<file path="config.mk">
export PLATFORM = sky130hd
export DESIGN_NAME = wb_arbiter
export DESIGN_NICKNAME = d
export VERILOG_FILES = /design/src/rtl/wb_arbiter.sv
export SDC_FILE = /design/constraint.sdc
export NUM_CORES = 1
export LEC_CHECK = 0
export ABC_AREA = 0
export CORE_ASPECT_RATIO = 1.4
export CORE_MARGIN = 1.5
export CORE_UTILIZATION = 45
export DETAILED_ROUTE_END_ITERATION = 7
export PLACE_DENSITY = 0.74
export SLEW_MARGIN = 10
export SYNTH_ARGS = -nofsm -noshare
export SYNTH_HDL_FRONTEND = slang
export SYNTH_SLANG_ARGS = --single-unit
</file>
<file path="constraint.sdc">
create_clock -name clk -period 4.2 [get_ports clk]
set_clock_uncertainty 0.2 [all_clocks]
set_input_delay 1.26 -clock clk [delete_from_list [all_inputs] [get_ports clk]]
set_output_delay 1.26 -clock clk [all_outputs]
set_load 0.005 [all_outputs]
</file>
<file path="src/rtl/wb_arbiter.sv">
// wb_arbiter: writeback arbiter merging the ALU path and a buffered load-return path.
// Macro WB_BYPASS_EN enables same-cycle forwarding of the presented write.
// Ports: clk/rst_n; alu_* and ld_* producer handshakes;
// rd_addr/rd_data/write_en registered writes; rN_addr in; rN_busy and rN_fwd_* out.
module wb_arbiter #(
  parameter int XLEN  = 32,
  parameter int AW    = 5,
  parameter int DEPTH = 4
) (
  input  logic            clk,
  input  logic            rst_n,
  input  logic            alu_valid,
  output logic            alu_ready,
  input  logic [AW-1:0]   alu_rd,
  input  logic [XLEN-1:0] alu_data,
  input  logic            ld_valid,
  output logic            ld_ready,
  input  logic [AW-1:0]   ld_rd,
  input  logic [XLEN-1:0] ld_data,
  output logic [AW-1:0]   rd_addr,
  output logic [XLEN-1:0] rd_data,
  output logic            write_en,
  input  logic [AW-1:0]   r1_addr,
  input  logic [AW-1:0]   r2_addr,
  output logic            r1_busy,
  output logic            r2_busy,
  output logic            r1_fwd_valid,
  output logic            r2_fwd_valid,
  output logic [XLEN-1:0] r1_fwd_data,
  output logic [XLEN-1:0] r2_fwd_data
);

  localparam int PW = $clog2(DEPTH);
  typedef logic [PW:0] ptr_t;

  logic [AW-1:0]   fifo_rd_q  [DEPTH];
  logic [XLEN-1:0] fifo_dat_q [DEPTH];
  ptr_t            wptr_q, wptr_d;
  ptr_t            rptr_q, rptr_d;
  ptr_t            count;
  logic [1:0]      starve_q, starve_d;
  logic [AW-1:0]   rd_addr_q, rd_addr_d;
  logic [XLEN-1:0] rd_data_q, rd_data_d;
  logic            we_q, we_d;

  logic            empty, full, push, fifo_gnt, alu_acc, gnt;
  logic [AW-1:0]   gnt_rd;
  logic [XLEN-1:0] gnt_dat;
  logic [PW-1:0]   off;

  // Extra pointer bit separates full from empty.
  assign empty = (wptr_q == rptr_q);
  assign full  = (wptr_q[PW] != rptr_q[PW]) &&
                 (wptr_q[PW-1:0] == rptr_q[PW-1:0]);
  assign count = wptr_q - rptr_q;

  assign ld_ready = !full;
  assign push     = ld_valid && !full;

  // Load head wins unless the ALU has already waited three cycles.
  assign fifo_gnt  = !empty && (starve_q != 2'd3);
  assign alu_ready = empty || (starve_q == 2'd3);
  assign alu_acc   = alu_valid && alu_ready;
  assign gnt       = fifo_gnt || alu_acc;

  always_comb begin
    wptr_d   = wptr_q + ptr_t'(push);
    rptr_d   = rptr_q + ptr_t'(fifo_gnt);
    starve_d = starve_q;
    if (alu_acc || !alu_valid) begin
      starve_d = 2'd0;
    end else if (fifo_gnt) begin
      starve_d = starve_q + 2'd1;
    end
    gnt_rd  = alu_rd;
    gnt_dat = alu_data;
    if (fifo_gnt) begin
      gnt_rd  = fifo_rd_q[rptr_q[PW-1:0]];
      gnt_dat = fifo_dat_q[rptr_q[PW-1:0]];
    end
    we_d      = gnt && (gnt_rd != '0);
    rd_addr_d = gnt ? gnt_rd  : rd_addr_q;
    rd_data_d = gnt ? gnt_dat : rd_data_q;
  end

  // An entry is live when its distance from the read pointer is below count.
  always_comb begin
    r1_busy = 1'b0;
    r2_busy = 1'b0;
    off     = '0;
    for (int i = 0; i < DEPTH; i++) begin
      off = PW'(i) - rptr_q[PW-1:0];
      if ({1'b0, off} < count) begin
        if (fifo_rd_q[i] == r1_addr) r1_busy = 1'b1;
        if (fifo_rd_q[i] == r2_addr) r2_busy = 1'b1;
      end
    end
    if (r1_addr == '0) r1_busy = 1'b0;
    if (r2_addr == '0) r2_busy = 1'b0;
  end

  always_ff @(posedge clk or negedge rst_n) begin
    if (!rst_n) begin
      wptr_q    <= '0;
      rptr_q    <= '0;
      starve_q  <= '0;
      rd_addr_q <= '0;
      rd_data_q <= '0;
      we_q      <= 1'b0;
      for (int i = 0; i < DEPTH; i++) begin
        fifo_rd_q[i]  <= '0;
        fifo_dat_q[i] <= '0;
      end
    end else begin
      wptr_q    <= wptr_d;
      rptr_q    <= rptr_d;
      starve_q  <= starve_d;
      rd_addr_q <= rd_addr_d;
      rd_data_q <= rd_data_d;
      we_q      <= we_d;
      if (push) begin
        fifo_rd_q[wptr_q[PW-1:0]]  <= ld_rd;
        fifo_dat_q[wptr_q[PW-1:0]] <= ld_data;
      end
    end
  end

  assign rd_addr  = rd_addr_q;
  assign rd_data  = rd_data_q;
  assign write_en = we_q;

`ifdef WB_BYPASS_EN
  assign r1_fwd_valid = we_q && (r1_addr == rd_addr_q) && (r1_addr != '0);
  assign r2_fwd_valid = we_q && (r2_addr == rd_addr_q) && (r2_addr != '0);
  assign r1_fwd_data  = rd_data_q;
  assign r2_fwd_data  = rd_data_q;
`else
  assign r1_fwd_valid = 1'b0;
  assign r2_fwd_valid = 1'b0;
  assign r1_fwd_data  = '0;
  assign r2_fwd_data  = '0;
`endif

endmodule

</file>
==> results of run 1 <==
metrics by stage:
stage	power (uW)	std cells	TNS [ps]	worst slack (ps)	hold slack [ps]
after detailed placement	8130	1115	-772	-490	228
after CTS	9980	1147	-17.9	-17.9	238
after global routing	10700	1147	-138	-76.8	252
after global placement	7980	1115	-722	-439	224
final	9960	1150	0	40.4	233
after floorplan	6680	779	0	111	208
power by group through the flow:
stage               combinational (uW)  clock [uW]  sequential (uW)
global placement                  4500           0             3480
detailed placement                4620           0             3510
finish                            4810        1670             3490
floorplan                         3330           0             3350
CTS                               4770        1710             3490
global route                      5260        1800             3610
how the worst min path moves through the flow:
stage	start	endpoint	slack, ps	cells past startpoint
final	starve_q[0]	starve_q[0]	230	1
after global routing	starve_q[0]	starve_q[0]	250	1
after CTS	starve_q[0]	starve_q[0]	240	1
after detailed placement	starve_q[0]	starve_q[0]	230	1
after global placement	starve_q[0]	starve_q[0]	220	1
after floorplan	starve_q[0]	starve_q[0]	210	1
routing by layer:
metal  track usage [%]  wire (um)  vias up
li1                  -          -     2648
met1              23.1       8610     3022
met2              34.8      11300      160
met3              3.42        629       33
met4              7.49        505        0
met5                 0          0        -
worst max-delay path: stages, from the launching register on:
cell     delay [ps]
dfrtp_1         400
inv_2            90
ha_4            130
inv_2            30
fa_1            490
inv_2            80
ha_4            280
o21ba_4         150
nor2_4           40
nor4_2          160
a31oi_1         140
a21oi_2         160
buf_2           130
cell usage in the layout, fill, tap and decap left out, types with 17 or more instances in the layout:
master and n:
clkdlybuf4s50_1 119, mux2i_1 37, nand2_1 34, conb_1 66, mux2_4 30, dfrtp_1 192
clkbuf_16 17, xnor2_1 22, buf_4 22, mux2_2 117, mux4_2 37, o21ai_0 32
xor2_1 22
final cells by class:
cell class / count / area, um2
sequential: 194 / 4860
fill: 1746 / 9430
multi-input combinational: 464 / 4540
antenna: 3 / 7.51
clock inverter: 15 / 186
timing repair buffer: 154 / 1510
clock buffer: 17 / 425
inverter: 11 / 41.3
tap: 292 / 365
cells by family after synthesis:
family	synth area share (%)
mux	30.2
flops	49.2
buf+inv	8.37
simple gates	3.61
compound gates	2.63
xor+xnor	4.17
fa+ha+maj	1.72
other cells	0.0380
registers in the layout (all words and copies together) (netlist names):
register / flops
fifo_dat_q: 128
write_en: 1
rd_addr: 5
wptr_q: 3
rd_data: 32
rptr_q: 3
fifo_rd_q: 20
starve_q: 2
what timing repair did:
item                                    4_1_cts  5_1_grt
pin swaps                                    11        8
endpoints found under the setup margin        2        2
resized for setup                            25        8
==> metrics.txt, run 1 <==
worst slew pin tran ~800 ps; WP data arrival 2700 ps; grt ovf 0; ANT nets after route 0; Req. time, crit path ~2700 ps; setup bufs post-CTS 0; final hold violations 0; die area between 20000 and 25000 um2; Async SR Flop Fraction 100%; sequential fraction of the synthesis area between 40 and 50%; Post-synth top flop dfrtp_1; top-count cell post-synth dfrtp_1; port buffer count around 130; fin crit share around 99%; via count 5863; CTS HTree Levels 4; Avg Vias per Cell about 5.1; Synth top area share 49.2%; status finished clean; number of synthesized register bits between 150 and 200; Final Max Tran Viols 0; register share of total power 35.0%; power density over the cells between 800 and 900 nW/um2; leakage power about 0.0053 uW; reg2reg start wptr_q[1]; synthesized area ~9900 um2; WL per Instance 18.3 um; Max Root-Sink Buffers 2; IO Pins roughly 200; Post-synth EDFFs 0; MaxCap Viol Count 0; row count 63; vias in the first global route 6388; final instance area 11900 um2; Worst Setup EP r1_busy; CP Launch Type register; CP Class reg2out; Die Ht between 150 and 200 um; Internal approximately 6500 uW; Final min period 4160 ps; CTS Buf Count 17; die width between 100 and 150 um; CP endpoint kind primary output; CTS tree built; Syn Area/Cell about 14 um2; Yosys Warn Count 0; Synth cell types 37; crit path max fanout 4; placed inst area ~11000 um2; wire length after detailed routing about 21 mm; Worst R2R End write_en; first-pass GRT wire length 33.8 mm; Hold WC Path Type reg2reg; DR iter-0 viols 214; final core occ 55.9%; CTS Sinks 194; Sw Share between 30% and 40%; Post-DP HPWL 13.9 mm; clock latency at the later pin of the worst-skew pair 430 ps; initial antenna violation count 1; Reg clk slew, reported paths 80 ps; RSZ-0062 raised after global routing true; hold buffer count at CTS 0; DRC 0; NetSw 3510 uW; R2R Setup Slk 1510 ps; R2R cell count 7; Root Buffer Master clkbuf_16; Post-Syn Instances about 700; GP Congestion ~0.89; clock group share of total power 16.7%; Critical Path Start wptr_q[0]; Logic pwr share around half; Synth top cells by count dfrtp_1, mux2_2, buf_4, mux2i_1, mux4_2; proportion of layout cells with a drive suffix above 1 31.9%; # setup viols final 0; Area Growth Syn to Fin 21.0%; synth top area cells dfrtp_1, mux2_2, mux4_2, buf_4, mux2_4; drt first pass iters 4; initial core utilization around 46%; Rel. slew slack a little under half; Core Area ~21000 um2; Peak VDD IR about 0.00043 V; largest net degree at the start of global routing 83; Synth area leader dfrtp_1; Peak Freq 240 MHz; GR Util All Layers between 10% and 20%; Nets roughly 940
(Power assumes the default switching activity.)
==> run 2, diff against run 1 <==
--- a/config.mk
+++ b/config.mk
@@ -10,7 +10,7 @@
 export CORE_MARGIN = 1.5
 export CORE_UTILIZATION = 45
 export DETAILED_ROUTE_END_ITERATION = 7
-export PLACE_DENSITY = 0.74
+export PLACE_DENSITY = 0.71
 export SLEW_MARGIN = 10
 export SYNTH_ARGS = -nofsm -noshare
 export SYNTH_HDL_FRONTEND = slang
==> constraint.sdc (replaced) <==
create_clock -name clk -period 4.12 [get_ports clk]
set_clock_uncertainty 0.2 [all_clocks]
set_input_delay 1.236 -clock clk [delete_from_list [all_inputs] [get_ports clk]]
set_output_delay 1.236 -clock clk [all_outputs]
set_load 0.005 [all_outputs]
==> run 2 against run 1 <==
  * Sequential share of layout area shrank 0.051 points
  * Power grew 1.8%
  * Core utilization grew 0.070 points
  * Cell area grew 0.13%
  * Register-to-register slack lost 160 ps
  * Die area is the same
  * Critical endpoint unchanged
  * Count of clock-buffer cells in the layout grew 1
  * Clock power grew 3%
  * Routed wire length shrank 0.87%
  * Global-route usage is essentially flat
==> metrics.txt, run 2 (same netlist as run 1, synthesis figures left out) <==
Worst path slowest cell fa_1; die area 22800 um2 (unchanged); commonest non-fill, non-tap cell in the layout dfrtp_1; GR Util All Layers 19.4% (+0.022 points); WP buf/inv 4 (unchanged); Area Growth Syn to Fin 21.1%; # setup viols final 0 (unchanged); CP Class reg2out; largest net degree at the start of global routing 74 (-11%); Final min period roughly 4100 ps; hold buffer count at CTS 0 (unchanged); status finished clean; # diodes 0 (-3); first-pass GRT wire length 33.8 mm (+0.12%); CTS tree built; number of flip-flops under the largest register name 128 (unchanged); post-route worst setup slack 40.8 ps (+0.421 ps); MaxCap Viol Count 0 (unchanged); GP Congestion 0.868 (-2.3%); Slowest Stage Delay on Critical Path 440 ps (-50 ps); CTS Sinks 194 (unchanged); WL per Instance 18.2 um (-0.52%); WP data arrival 2640 ps (-60 ps); CP Launch Type register; CTS HTree Levels 4 (unchanged); Root Buffer Master clkbuf_16; final hold slack 229 ps (-4.25 ps); CP Depth 12 (unchanged); Nets 943 (unchanged); Rel. slew slack 44.9% (-1.7 points); met2 WL 11.0 mm (-2.1%); initial core utilization 46.2% (unchanged); final instance area 11900 um2 (+0.13%); most frequent cells in the layout dfrtp_1, clkdlybuf4s50_1, mux2_2, conb_1; proportion of layout cells with a drive suffix above 1 31.5% (-0.43 points); vias in the first global route 6310 (-1.2%); Top reg by flops fifo_dat_q; Reg clk slew, reported paths 70 ps (about the same); Peak VDD IR 0.000492 V (+15%); wire length on met3 728 um (+16%); power density over the cells 849 nW/um2 (+1.7%); Avg Vias per Cell 5.08 (-0.30%); # fillers 1787 (+2.3%); setup bufs post-CTS 0 (unchanged); DRC 0 (unchanged); Final Max Tran Viols 0 (unchanged); worst slew pin tran 826 ps (+25.6 ps); Setup WS pre-CTS -352 ps (+138 ps); R2R cell count 7 (unchanged); Peak Freq ~250 MHz; Max Root-Sink Buffers 2 (unchanged); hold depth 1 (unchanged); clock latency at the later pin of the worst-skew pair 420 ps (about the same); Die Ht 178 um (unchanged); Hold WC Path Type reg2reg; cells traversed along the worst timing path inv_2 > ha_4 > inv_2 > fa_1 > inv_2 > ha_4 > o21ba_4 > nor2_4 > nor4_4 > a31oi_1 > a21oi_1 > buf_2; final hold violations 0 (unchanged); placed inst area 11200 um2 (+0.22%); fin crit share between 90 and 100%; leakage power 0.00530 uW (about the same); CP endpoint kind primary output; CP delay by family, top adder cells; die width 128 um (unchanged); RSZ-0062 raised after global routing true; row count 63 (unchanged); setup TNS 0 ps (unchanged); top routing layer used met4; grt ovf 0 (unchanged); crit path max fanout 4 (unchanged); port buffer count 129 (unchanged); DR iter-0 viols 240 (+12%); cell mode on critical path inv_2; drt first pass iters 4 (unchanged); IO Pins 196 (unchanged); via count 5825 (-0.65%); M1 WL 8.55 mm (-0.65%); Post-DP HPWL 14.0 mm (+0.50%); Core Area 21400 um2 (unchanged); CTS Buf Count 17 (unchanged); initial antenna violation count 0 (-1); wire length after detailed routing 20.8 mm (-0.87%); Req. time, crit path 2680 ps (-60 ps); ANT nets after route 0 (unchanged)
## run 2: cell count changes in the layout (fill, tap and decap cells not counted), sizes merged
cell,change
bufinv,+2
clkbuf,+1
clkdlybuf4s50,+1
clkinv,-1
clkinvlp,+2
diode,-3
dlygate4sd2,-2
dlymetal6s2s,+1
inv,-5
## run 2: repair_timing
action,in CTS,in global routing
setup endpoints to repair,2,2
pin swaps,14,4
resized for setup,23,8
## run 2: per-layer routing
metal  vias up  track usage, %
met5         -               0
met4         0            7.12
met3        36            3.09
met2       167            34.9
met1      2969            23.4
li1       2653               -
## run 2: layout make-up
| class | count | area, um2 | share of cell area (%) |
|---|---|---|---|
| Clock buffer | 18 | 429 | 3.59 |
| Clock inverter | 13 | 175 | 1.47 |
| Inverter | 11 | 41.3 | 0.346 |
| Multi-Input combinational cell | 464 | 4540 | 38.0 |
| Sequential cell | 194 | 4860 | 40.7 |
| Tap cell | 292 | 365 | 3.06 |
| Timing Repair Buffer | 154 | 1540 | 12.9 |
## run 2: worst paths after layout
kind / to / slack (ps) / start
setup / recovery: r1_busy / 40 / wptr_q[0]
hold / removal: starve_q[0] / 230 / starve_q[0]
setup reg to reg: write_en / 1350 / wptr_q[1]
hold reg to reg: starve_q[0] / 230 / starve_q[0]
max in group asynchronous: fifo_dat_q[88] / 2270 / rst_n
min in group asynchronous: fifo_dat_q[108] / 610 / rst_n
## run 2: through the flow
| step | cells | util, % | power, uW |
|---|---|---|---|
| 2_1_floorplan | 779 | - | 6810 |
| 3_3_place_gp | 1115 | 52.7 | 8180 |
| 3_5_place_dp | 1115 | 52.7 | 8320 |
| 4_1_cts | 1146 | 55.7 | 10200 |
| 5_1_grt | 1146 | 55.9 | 10900 |
| 6_report | 1146 | 55.9 | 10100 |
## run 2: where the power goes
| group | internal [uW] | total, uW | switching [uW] |
|---|---|---|---|
| sequential | 2930 | 3550 | 619 |
| clock | 966 | 1720 | 750 |
| combinational | 2760 | 4880 | 2120 |
## run 2: worst reg2reg max path, stage by stage, from the launching register on
cell and delay (ps):
dfrtp_1 400, buf_4 180, ha_1 370, a31oi_4 190, buf_4 670, mux2i_1 360, nand3_1 110, o21a_1 170
